`src/rtl/lc3b_types.sv`:
```
// lc3b_types: shared LC-3b pipeline types.
//   stage_occ_t  occupancy state of a pipeline stage buffer (EMPTY, ONE, TWO).
//   STALL_W      width of stall counters.
//   STALL_MAX    saturation value of stall counters.
package lc3b_types;

    typedef enum logic [1:0] {
        EMPTY = 2'd0,
        ONE   = 2'd1,
        TWO   = 2'd2
    } stage_occ_t;

    localparam int unsigned         STALL_W   = 16;
    localparam logic [STALL_W-1:0] STALL_MAX = '1;

endpackage

```
`src/rtl/stage_buffer_reg.sv`:
```
// stage_buffer_reg: parametrised load-enabled register with synchronous active-high reset.
// Ports:
//   i_clk    clock, rising edge
//   i_reset  synchronous reset, clears the register to zero (dominates i_load)
//   i_load   capture i_d on the next rising edge
//   i_d      data in  [WIDTH-1:0]
//   o_q      data out [WIDTH-1:0]
module stage_buffer_reg #(
    parameter int unsigned WIDTH = 8
) (
    input  logic             i_clk,
    input  logic             i_reset,
    input  logic             i_load,
    input  logic [WIDTH-1:0] i_d,
    output logic [WIDTH-1:0] o_q
);

    logic [WIDTH-1:0] r_q;

    always_ff @(posedge i_clk) begin
        if (i_reset) begin
            r_q <= '0;
        end else if (i_load) begin
            r_q <= i_d;
        end
    end

    assign o_q = r_q;

endmodule

```
`src/rtl/stage_buffer.sv`:
```
// stage_buffer: valid/ready pipeline stage buffer carrying NUM_WORDS words and NUM_REGS
// register indices per entry, with flush and a saturating stall counter.
// Build option: define STAGE_BUFFER_SKID_EN for a two-entry skid buffer whose in_ready
// depends only on registered state; otherwise a single entry with in_ready passing
// out_ready through combinationally.
// Ports:
//   clk, reset            clock and synchronous active-high reset
//   flush                 drop every held entry and any entry offered this cycle
//   in_valid/in_ready     upstream handshake; in_words/in_regs payload (field 0 in LSBs)
//   out_valid/out_ready   downstream handshake; out_words/out_regs head payload
//   stall_count           saturating count of cycles with out_valid && !out_ready
module stage_buffer
    import lc3b_types::*;
#(
    parameter int unsigned WORD_W    = 16,
    parameter int unsigned NUM_WORDS = 7,
    parameter int unsigned REG_W     = 3,
    parameter int unsigned NUM_REGS  = 3
) (
    input  logic                          clk,
    input  logic                          reset,
    input  logic                          flush,
    input  logic                          in_valid,
    output logic                          in_ready,
    input  logic [NUM_WORDS*WORD_W-1:0]   in_words,
    input  logic [NUM_REGS*REG_W-1:0]     in_regs,
    output logic                          out_valid,
    input  logic                          out_ready,
    output logic [NUM_WORDS*WORD_W-1:0]   out_words,
    output logic [NUM_REGS*REG_W-1:0]     out_regs,
    output logic [15:0]                   stall_count
);

    localparam int unsigned WORDS_W = NUM_WORDS * WORD_W;
    localparam int unsigned REGS_W  = NUM_REGS * REG_W;
    localparam int unsigned PAY_W   = WORDS_W + REGS_W;

    stage_occ_t       r_state;
    stage_occ_t       w_state_nxt;
    logic [PAY_W-1:0] w_in_pay;
    logic [PAY_W-1:0] w_head_d;
    logic [PAY_W-1:0] w_head_q;
    logic             w_head_load;
    logic             w_acc;
    logic             w_rel;
    logic [15:0]      r_stall;

    // Payload packs regs above words so the head splits back cleanly.
    assign w_in_pay  = {in_regs, in_words};
    assign out_valid = (r_state != EMPTY);

`ifdef STAGE_BUFFER_SKID_EN
    logic [PAY_W-1:0] w_skid_q;
    logic             w_skid_load;

    // Registered ready: the skid slot absorbs the entry accepted while out_ready drops.
    assign in_ready = (r_state != TWO);
`else
    assign in_ready = !out_valid || out_ready;
`endif

    assign w_acc = in_valid && in_ready;
    assign w_rel = out_valid && out_ready;

    always_comb begin
        w_state_nxt = r_state;
        w_head_load = 1'b0;
        w_head_d    = w_in_pay;
`ifdef STAGE_BUFFER_SKID_EN
        w_skid_load = 1'b0;
`endif
        if (flush) begin
            // Flush leaves the head payload untouched; only occupancy is cleared.
            w_state_nxt = EMPTY;
        end else begin
            case (r_state)
                EMPTY: begin
                    if (w_acc) begin
                        w_head_load = 1'b1;
                        w_state_nxt = ONE;
                    end
                end
                ONE: begin
                    if (w_acc && w_rel) begin
                        w_head_load = 1'b1;
`ifdef STAGE_BUFFER_SKID_EN
                    end else if (w_acc) begin
                        w_skid_load = 1'b1;
                        w_state_nxt = TWO;
`endif
                    end else if (w_rel) begin
                        w_state_nxt = EMPTY;
                    end
                end
`ifdef STAGE_BUFFER_SKID_EN
                TWO: begin
                    if (w_rel) begin
                        w_head_d    = w_skid_q;
                        w_head_load = 1'b1;
                        w_state_nxt = ONE;
                    end
                end
`endif
                default: begin
                    w_state_nxt = EMPTY;
                end
            endcase
        end
    end

    always_ff @(posedge clk) begin
        if (reset) begin
            r_state <= EMPTY;
        end else begin
            r_state <= w_state_nxt;
        end
    end

    stage_buffer_reg #(
        .WIDTH (PAY_W)
    ) u_head (
        .i_clk   (clk),
        .i_reset (reset),
        .i_load  (w_head_load),
        .i_d     (w_head_d),
        .o_q     (w_head_q)
    );

`ifdef STAGE_BUFFER_SKID_EN
    stage_buffer_reg #(
        .WIDTH (PAY_W)
    ) u_skid (
        .i_clk   (clk),
        .i_reset (reset),
        .i_load  (w_skid_load),
        .i_d     (w_in_pay),
        .o_q     (w_skid_q)
    );
`endif

    assign out_words = w_head_q[WORDS_W-1:0];
    assign out_regs  = w_head_q[PAY_W-1:WORDS_W];

    // Counts stalls regardless of flush; only reset clears it.
    always_ff @(posedge clk) begin
        if (reset) begin
            r_stall <= '0;
        end else if (out_valid && !out_ready && (r_stall != STALL_MAX)) begin
            r_stall <= r_stall + 16'd1;
        end
    end

    assign stall_count = r_stall;

endmodule

```
`config.mk`:
```
export PLATFORM = sky130hd
export DESIGN_NAME = stage_buffer
export DESIGN_NICKNAME = d
export VERILOG_FILES = /design/src/rtl/lc3b_types.sv /design/src/rtl/stage_buffer_reg.sv /design/src/rtl/stage_buffer.sv
export SDC_FILE = /design/constraint.sdc
export NUM_CORES = 1
export LEC_CHECK = 0
export ABC_AREA = 1
export CAP_MARGIN = 20
export CORE_MARGIN = 10
export CORE_UTILIZATION = 58
export DETAILED_ROUTE_END_ITERATION = 6
export DONT_BUFFER_PORTS = 1
export GPL_ROUTABILITY_DRIVEN = 0
export GPL_TIMING_DRIVEN = 1
export PLACE_DENSITY = 0.72
export SYNTH_ARGS = -nofsm -noshare
export SYNTH_HDL_FRONTEND = slang
export SYNTH_HIERARCHICAL = 1
export SYNTH_SLANG_ARGS = --single-unit
```
`constraint.sdc`:
```
create_clock -name clk -period 1.95 [get_ports clk]
set_input_delay 0 -clock clk [delete_from_list [all_inputs] [get_ports clk]]
set_output_delay 0 -clock clk [all_outputs]
set_load 0.03 [all_outputs]
```
==> impl_metrics.tcl, run 1 <==
set metrics [dict create \
    status "completed" \
    worstMarginPinSlew_ns 0.616 \
    holdCritPathClass "primary input to register" \
    syn_to_final_growth_pct 31.7 \
    cp.arrival_ns 2.07 \
    cts.repair.resized 0 \
    nNetsFinal 1194 \
    viasPerCell 4.80 \
    dieArea_mm2 0.0149 \
    fp.dieH_um 122 \
    yosysWarnings 6 \
    routedWlPerCell_um 15.2 \
    min_period_ns 1.62 \
    rrSetupSlack_ns 0.33 \
    synth.top_cells.by_count "nand2_1, nor2_1, inv_1" \
    p_leak_uw 0.00402 \
    ys.flop_type "dfxtp_1" \
    maxCapViolCount 0 \
    drive_gt1_share_pct 5.47 \
    clk_pin_slew_ns 0.06 \
    yosysTopAreaCell "dfxtp_1" \
    synth_area_leaders "dfxtp_1, nand2_1, nor2_1" \
    cts.sinks 138 \
    fin_crit_sh_pct 83.1 \
    yosysMostFrequentCell "nand2_1" \
    cts_made_buffers 17 \
    slew_headroom_pct 58.9 \
    hold_viol_final 0 \
    utilization_pct 77.6 \
    setup.worst_path.end_class "register" \
    start_util_pct 59.0 \
    io_pins 265 \
    grt_pass1_wl_um 28900 \
    cp-start-kind "register" \
    dp_slack_ns 0.517 \
    grt_pass1_vias 5701 \
    yosysSeqAreaShare_pct 45.8 \
    netlist.area_leader.share_pct 45.8 \
    post-cts-setup-buffers 0 \
    path_class "register to register" \
    synth_async_sr_flop_share_pct 0 \
    dr.pass1.iters 5 \
    grt_max_degree 144 \
    syn_area_per_cell_um2 6.39 \
    cts.path.max_buffers 2 \
    postCtsHoldBufs 124 \
    setup_ws_ns 0.329 \
    syn-instance-count 944 \
    wl_um 18500 \
    syn_area_mm2 0.00603 \
    portBuffers 0 \
    grt_usage_pct 24.0 \
    cts-root-buf "clkbuf_8" \
    dr_total_vias 5852 \
    synth_edf_count 0 \
    worstSkewPairLatency_ns 0.51 \
    ys_seq_elements 138 \
    core_area_mm2 0.0102 \
    synth.distinct_cells 20 \
    hpwl_um 11500 \
    slew_viol_final 0 \
    antenna_found_initial 3 \
    cts_tree "built" \
    p_per_area_mw_per_mm2 945 \
    ir_drop_uv 507 \
    crit_fanout 8 \
    syn-num-nets 1071 \
    ctsHtreeMaxLevel 4 \
    fin_skew_ns 0.00924 \
    rsz0062_at_grt "false" \
    die_w_um 122 \
    finalSetupViolCount 0 \
    max_freq_mhz 617 \
    ant_nets 0 \
    fp-row-count 37 \
    drt_iter0_drc 505 \
    required_ns 2.40 \
    grt_overflow 0 \
    setup_tns_ns 0 \
    drc 0 \
]
-- path summary, 6_finish.rpt --
kind	startpoint	endpoint	cells after the start
max	r_state[0]$_SDFFE_PP0P_	r_state[0]$_SDFFE_PP0P_	6
min	reset	u_head/o_q[7]$_SDFFE_PP0P_	4
max reg2reg	r_state[0]$_SDFFE_PP0P_	r_state[0]$_SDFFE_PP0P_	6
min reg2reg	stall_count[5]$_SDFFE_PP0P_	stall_count[5]$_SDFFE_PP0P_	4
-- final cells by class --
| type | count | area, um^2 |
|---|---|---|
| diodes | 4 | 10.0 |
| clock buffers | 17 | 414 |
| clock inverters | 13 | 193 |
| fillers | 705 | 2290 |
| inverters | 147 | 553 |
| multi-input cells | 617 | 2410 |
| flip-flops and latches | 138 | 2760 |
| well taps | 136 | 170 |
| repair buffers | 146 | 1430 |
-- metrics by stage --
stage | hold WS [ns] | area (um^2) | instances | total power [uW]
after global placement | 0.0757 | 6090 | 1060 | 4020
after CTS | 0.0310 | 7930 | 1214 | 7550
after floorplan | 0.0691 | 6030 | 944 | 3940
after global routing | 0.0735 | 7940 | 1217 | 7810
after detailed placement | 0.0758 | 6090 | 1060 | 4030
final | 0.0516 | 7940 | 1218 | 7510
-- placed cells by master (no fill, tap or decap), types with 2 or more instances in the layout --
cell type	n
o21ai_0	3
nor2_1	285
dlygate4sd3_1	124
dfxtp_1	138
nand3_1	13
nand2_1	293
nor3_1	4
diode_2	4
buf_4	20
inv_1	146
inv_6	3
clkbuf_16	16
clkinv_4	2
buf_12	2
a21oi_1	8
clkinv_2	3
bufinv_16	4
nor2_4	2
nand4_1	3
-- worst max-delay path: stages, from the launching register on --
cell and delay [ns]:
dfxtp_1 0.32, nand2_1 0.07, buf_4 0.19, inv_1 0.18, nor2_1 0.07, nor3_1 0.16
dlygate4sd3_1 0.57
-- where the power goes --
part | leakage (uW) | internal, uW | switching, uW
Sequential | 0.00114 | 2990 | 479
Clock | 0.000297 | 2080 | 1220
Combinational | 0.00259 | 346 | 391
-- flip-flops by register name, indices dropped and copies added, names as in the netlist --
register	flops
r_state	1
stall_count	16
u_head/o_q	121
-- kinds of logic (layout without fill, tap and decap cells) --
group,count (synthesis),in the layout,share of synthesized area (%)
flops,138,138,45.8
compound gates,11,11,0.912
buf+inv,189,323,14.4
fa+ha+maj,1,1,0.207
other cells,0,4,0
simple gates,605,605,38.7
-- metal layers --
metal / up-vias / share of wire [%] / wire length (um) / GRT usage (%)
met5: - / 0 / 0 / 0
met4: 0 / 3.2 / 586 / 11.8
met3: 43 / 12 / 2180 / 10.7
met2: 283 / 48 / 8800 / 39.1
met1: 2564 / 37 / 6910 / 26.2
li1: 2962 / - / - / -
(Power assumes the default switching activity.)
==> run 2, diff against run 1 <==
--- a/config.mk
+++ b/config.mk
@@ -5,7 +5,7 @@
 export SDC_FILE = /design/constraint.sdc
 export NUM_CORES = 1
 export LEC_CHECK = 0
-export ABC_AREA = 1
+export ABC_AREA = 0
 export CAP_MARGIN = 20
 export CORE_MARGIN = 10
 export CORE_UTILIZATION = 58
==> constraint.sdc (replaced) <==
create_clock -name clk -period 1.5 [get_ports clk]
set_input_delay 0 -clock clk [delete_from_list [all_inputs] [get_ports clk]]
set_output_delay 0 -clock clk [all_outputs]
set_load 0.03 [all_outputs]
==> run 2 against run 1 <==
  * Clock-buffer cell count is 4 higher
  * The run now ends with negative hold slack, negative setup slack left
  * Critical path depth is 3 higher
  * Cell count is 43% lower
  * Die area is 10% lower
  * Combinational power is 13% lower
  * Clock skew is 0.0017 ns higher
  * Synthesized area is 12% lower
  * Sequential power is 22% higher
  * First-iteration DRC count is 46% lower
  * Hold slack worse by 0.48 ns
  * Clock power is 27% higher
==> impl_metrics.tcl, run 2 <==
set metrics [dict create \
    status "finished with violations" \
    failed_checks "negative hold slack, negative setup slack" \
    cts.sinks 138 \
    ys.flop_type "dfxtp_1" \
    slowest_stage "dfxtp_4" \
    cp.arrival_ns 2.09 \
    synth_edf_count 0 \
    setup_ws_ns -0.211 \
    cts_made_buffers 17 \
    final_cell_mix "nor2_1, dfxtp_1, mux2i_1" \
    reg2reg_to "u_head/o_q[114]$_SDFFE_PP0P_" \
    yosysWarnings 6 \
    cts.path.max_buffers 2 \
    io_pins 265 \
    worstMarginPinSlew_ns 0.454 \
    dp_slack_ns -0.162 \
    postCtsHoldBufs 3 \
    drt_iter0_drc 275 \
    cp_cell_sequence "nor2b_4 > buf_6 > nor3b_4 > buf_6 > buf_12 > buf_12 > buf_16 > mux2i_1 > nor2_1" \
    netSwitchingFraction_pct 25.5 \
    largest_reg_flops 121 \
    synth.distinct_cells 34 \
    grt_max_degree 141 \
    p_sw_uw 2320 \
    dieArea_mm2 0.0133 \
    cts_tree "built" \
    p_seq_share_pct 46.8 \
    viasPerCell 5.71 \
    path_class "register to register" \
    grt_usage_pct 22.7 \
    cts-root-buf "clkbuf_8" \
    syn_to_final_growth_pct 33.4 \
    path_depth 9 \
    fin_crit_sh_pct 114 \
    antenna_found_initial 0 \
    clk_pin_slew_ns 0.06 \
    ir_drop_uv 835 \
    p_comb_share_pct 7.1 \
    synth_async_sr_flop_share_pct 0 \
    syn-num-nets 623 \
    fp-row-count 34 \
    ctsHtreeMaxLevel 4 \
    cp-start-kind "register" \
    dr.pass1.iters 4 \
    dp.cells 627 \
    core_area_mm2 0.00881 \
    netlist.area_leader.share_pct 52.3 \
    syn_area_per_cell_um2 10.7 \
    portBuffers 0 \
    utilization_pct 80.0 \
    final_common_cell "nor2_1" \
    required_ns 1.88 \
    hold_viol_final 137 \
    setup.worst_path.start "r_state[0]$_SDFFE_PP0P_" \
    hpwl_um 11100 \
    max_freq_mhz 584 \
    synth.top_cells.by_count "dfxtp_1, nor2_1, mux2i_1" \
    worstSkewPairLatency_ns 0.51 \
    crit_fanout 7 \
    syn-instance-count 496 \
    slew_viol_final 0 \
    ys_seq_elements 138 \
    ant_nets 0 \
    finalPower_uw 9080 \
    clkPwrFrac_pct 46.1 \
    wl_um 16800 \
    dr_total_vias 3943 \
    min_period_ns 1.71 \
    grt_overflow 0 \
    nNetsFinal 697 \
    yosysTopAreaCell "dfxtp_1" \
    routedWlPerCell_um 24.3 \
    layout.area.seq_mm2 0.00282 \
    syn_area_mm2 0.00529 \
    fp.dieH_um 115 \
    maxCapViolCount 0 \
    reg2reg_depth 9 \
    grt_pass1_wl_um 23600 \
    rrSetupSlack_ns -0.21 \
    setup.worst_path.end_class "register" \
    cp_top_family "buffers and inverters" \
    drive_gt1_share_pct 30.4 \
    grt_pass1_vias 4044 \
    holdCritPathClass "primary input to register" \
    crit_end "u_head/o_q[114]$_SDFFE_PP0P_" \
    fillCellCount 516 \
    r2r-start "r_state[0]$_SDFFE_PP0P_" \
    holdWs_ns -0.426 \
    yosysSeqAreaShare_pct 52.3 \
    die_w_um 115 \
    multi_input_area_mm2 0.00248 \
    cpPeakStageDelay_ns 0.34 \
    drc 0 \
    start_util_pct 60.0 \
    yosysMostFrequentCell "dfxtp_1" \
    path_buf_inv 5 \
    instances_no_fill 691 \
    finalSetupViolCount 132 \
    synth_area_leaders "dfxtp_1, mux2i_1, nor2_1" \
    p_leak_uw 0.00279 \
    slew_headroom_pct 69.7 \
    antenna_cells 0 \
    rsz0062_at_grt "true" \
    p_per_area_mw_per_mm2 1290 \
    fin_skew_ns 0.0110 \
    p_int_uw 6760 \
]
## run 2: layout make-up
class / instances / area share (%)
sequential: 138 / 40.0
multi-input combinational: 321 / 35.1
timing repair buffer: 87 / 14.1
clock buffer: 21 / 6.69
tap: 108 / 1.92
clock inverter: 11 / 1.85
inverter: 5 / 0.320
## run 2: stage by stage
step                      instance area, um^2  setup TNS (ns)  hold slack, ns
final                                    7050          -13.47          -0.426
after global routing                     7050          -22.51          -0.460
after CTS                                6720          -15.47          -0.462
after detailed placement                 5670          -13.81          0.0780
after global placement                   5670           -7.18          0.0775
after floorplan                          5380           -6.84          0.0694
## run 2: worst register-to-register path, cell delays in order (launching register included)
cell and delay (ns):
dfxtp_4 0.34, nor2b_4 0.13, buf_6 0.11, nor3b_4 0.18
buf_6 0.15, buf_12 0.13, buf_12 0.12, buf_16 0.12
mux2i_1 0.23, nor2_1 0.07
## run 2: cells by family after synthesis
group                    after synthesis  share of synthesized area, %
adder cells (fa/ha/maj)                1                         0.237
multiplexers                         124                          23.5
AO/OA/AOI/OAI                         25                          2.82
buffers and inverters                 37                          6.20
flip-flops                           138                          52.3
AND/OR/NAND/NOR                      171                          14.9
## run 2: power by group through the flow
stage	clock, uW	sequential [uW]	combinational, uW
after CTS	4240	4250	560
after floorplan	0	4280	449
after global placement	0	4320	423
final	4190	4250	642
after global routing	4430	4270	691
after detailed placement	0	4320	446
## run 2: how the worst min path moves through the flow
| stage | startpoint | end | slack [ns] | depth (start not counted) |
|---|---|---|---|---|
| after floorplan | flush | r_state[0]$_SDFFE_PP0P_ | 0.07 | 1 |
| after global placement | reset | stall_count[0]$_SDFFE_PP0P_ | 0.08 | 1 |
| after detailed placement | reset | stall_count[4]$_SDFFE_PP0P_ | 0.08 | 1 |
| after CTS | reset | stall_count[7]$_SDFFE_PP0P_ | -0.46 | 1 |
| after global routing | reset | u_head/o_q[13]$_SDFFE_PP0P_ | -0.46 | 1 |
| final | reset | u_head/o_q[3]$_SDFFE_PP0P_ | -0.43 | 1 |
## run 2: routing by layer
| metal | part of all wire [%] | vias up | global-route usage (%) |
|---|---|---|---|
| met5 | 0 | - | 0 |
| met4 | 1.1 | 0 | 6.59 |
| met1 | 32 | 1876 | 21.8 |
| li1 | - | 1860 | - |
| met3 | 13 | 12 | 12.5 |
| met2 | 54 | 195 | 40.9 |
## run 2: repair_timing
item / 4_1_cts / 5_1_grt
setup endpoints to repair: 133 / 137
cloned: 6 / 6
buffers inserted: 12 / 9
hold endpoints to repair: 138 / 137
gates resized for setup: 37 / 48
pin swaps: 13 / 16
==> run 3, diff against run 2 <==
--- a/config.mk
+++ b/config.mk
@@ -11,10 +11,10 @@
 export CORE_UTILIZATION = 58
 export DETAILED_ROUTE_END_ITERATION = 6
 export DONT_BUFFER_PORTS = 1
-export GPL_ROUTABILITY_DRIVEN = 0
 export GPL_TIMING_DRIVEN = 1
 export PLACE_DENSITY = 0.72
 export SYNTH_ARGS = -nofsm -noshare
 export SYNTH_HDL_FRONTEND = slang
 export SYNTH_HIERARCHICAL = 1
 export SYNTH_SLANG_ARGS = --single-unit
+export TNS_END_PERCENT = 10
==> constraint.sdc (replaced) <==
create_clock -name clk -period 1.86 [get_ports clk]
set_input_delay 0 -clock clk [delete_from_list [all_inputs] [get_ports clk]]
set_output_delay 0 -clock clk [all_outputs]
set_load 0.03 [all_outputs]
==> run 3 against run 2 <==
  * The flow finishes with violations (negative hold slack)
  * Critical endpoint is now u_head/o_q[80]$_SDFFE_PP0P_
  * First-iteration DRC count fell by 18%
  * Wire length fell by 15%
  * Highest routed layer unchanged
  * Worst setup slack improved by 0.35 ns
  * Cell count fell by 6.5%
  * Sequential power fell by 19%
  * Critical path depth fell by 3
  * Combinational power fell by 45%
  * Clock power fell by 25%
  * Maximum frequency fell by 0.44%
==> impl_metrics.tcl, run 3 (synthesis gave the netlist of run 2 again) <==
set metrics [dict create \
    place.gp.congestion 0.815 \
    postCtsHoldBufs 7 \
    fp.dieH_um 115 \
    grt_usage_pct 20.1 \
    placed_area_mm2 0.00544 \
    failed_checks "negative hold slack" \
    clk_pin_slew_ns 0.06 \
    cp-start-kind "register" \
    clkPwrFrac_pct 45.4 \
    required_ns 2.24 \
    cts.sinks 138 \
    grt_pass1_wl_um 21100 \
    viasPerCell 5.59 \
    fin_crit_sh_pct 92.4 \
    status "finished with violations" \
    finalSetupViolCount 0 \
    path_class "register to register" \
    cts.repair.resized 0 \
    largest_reg_flops 121 \
    fin_area_mm2 0.00608 \
    final_common_cell "dfxtp_1" \
    hpwl_um 10900 \
    p_comb_share_pct 5.1 \
    p_sw_uw 1850 \
    drt_iter0_drc 226 \
    worstSkewPairLatency_ns 0.50 \
    final_cell_mix "dfxtp_1, nor2_1, mux2i_1" \
    utilization_pct 69.0 \
    ant_nets 0 \
    setup.worst_path.end_class "register" \
    antenna_cells 0 \
    io_pins 265 \
    reg2reg_depth 6 \
    portBuffers 0 \
    fin_skew_ns 0.00725 \
    cp.arrival_ns 2.10 \
    slew_headroom_pct 70.6 \
    die_w_um 115 \
    dr.pass1.iters 4 \
    crit_fanout 18 \
    wl_um 14300 \
    antenna_found_initial 0 \
    hold_viol_final 135 \
    cts_tree "built" \
    cts.path.max_buffers 2 \
    holdPathStages 1 \
    finalPower_uw 6970 \
    grt_pass1_vias 3754 \
    drive_gt1_share_pct 13.9 \
    netSwitchingFraction_pct 26.6 \
    p_seq_share_pct 49.5 \
    dieArea_mm2 0.0133 \
    p_per_area_mw_per_mm2 1150 \
    holdWs_ns -0.436 \
    cts_made_buffers 17 \
    maxCapViolCount 0 \
    fp-row-count 34 \
    cts-root-buf "clkbuf_8" \
    worstMarginPinSlew_ns 0.439 \
    drc 0 \
    p_int_uw 5110 \
    nNetsFinal 652 \
    core_area_mm2 0.00881 \
    start_util_pct 60.0 \
    ctsHtreeMaxLevel 4 \
    post-cts-setup-buffers 0 \
    min_period_ns 1.72 \
    max_freq_mhz 582 \
    slew_viol_final 0 \
    grt_overflow 0 \
    dr_total_vias 3608 \
    grt_max_degree 141 \
    routedWlPerCell_um 22.2 \
    setup_tns_ns 0 \
    holdCritPathClass "primary input to register" \
    syn_to_final_growth_pct 15.0 \
    p_leak_uw 0.00238 \
    ir_drop_uv 581 \
    rsz0062_at_grt "false" \
]
-- run 3: cell count changes in the layout (fill, tap and decap cells not counted), moves of 4 or more --
cell,before,now
clkbuf_16,23,16
mux2i_2,8,0
mux2i_1,107,122
buf_16,5,0
mux2i_4,7,0
dlygate4sd3_1,3,7
dfxtp_1,121,136
buf_4,56,30
buf_6,8,0
dfxtp_4,14,0
-- run 3: worst paths after layout --
path	startpoint	to	slack [ns]
setup reg to reg	r_state[0]$_SDFFE_PP0P_	u_head/o_q[80]$_SDFFE_PP0P_	0.14
hold / removal	reset	u_head/o_q[8]$_SDFFE_PP0P_	-0.44
hold reg to reg	stall_count[12]$_SDFFE_PP0P_	stall_count[12]$_SDFFE_PP0P_	0.57
setup / recovery	r_state[0]$_SDFFE_PP0P_	u_head/o_q[80]$_SDFFE_PP0P_	0.14
-- run 3: final cells by class --
cell class,instances,area (um^2)
Multi-Input combinational cell,321,2200
Inverter,5,18.8
Tap cell,108,135
Timing Repair Buffer,42,395
Fill cell,680,2730
Clock buffer,18,428
Sequential cell,138,2770
Clock inverter,14,138
-- run 3: per-stage QoR --
stage                     instances  setup slack, ns
final                           646            0.141
after global routing            646           0.0225
after global placement          607            0.215
after floorplan                 496          0.00867
after CTS                       646            0.121
after detailed placement        607            0.164
-- run 3: worst max-delay path, stage by stage, from the launching register on --
cell     delay [ns]
dfxtp_1        0.30
nor2b_1        0.17
nor3b_2        0.40
buf_12         0.24
buf_12         0.19
mux2i_1        0.22
nor2_1         0.06
-- run 3: power by group through the flow --
stage	logic [uW]	registers, uW	clock network [uW]
2_1_floorplan	360	3470	0
3_3_place_gp	331	3510	0
3_5_place_dp	348	3510	0
4_1_cts	358	3450	3210
5_1_grt	392	3460	3340
6_report	356	3450	3160
-- run 3: layer usage --
| metal | vias up | part of all wire, % | global-route usage [%] |
|---|---|---|---|
| li1 | 1758 | - | - |
| met1 | 1658 | 34 | 18.9 |
| met2 | 186 | 51 | 35.8 |
| met3 | 6 | 14 | 12.4 |
| met4 | 0 | 0.45 | 5.74 |
| met5 | - | 0 | 0 |
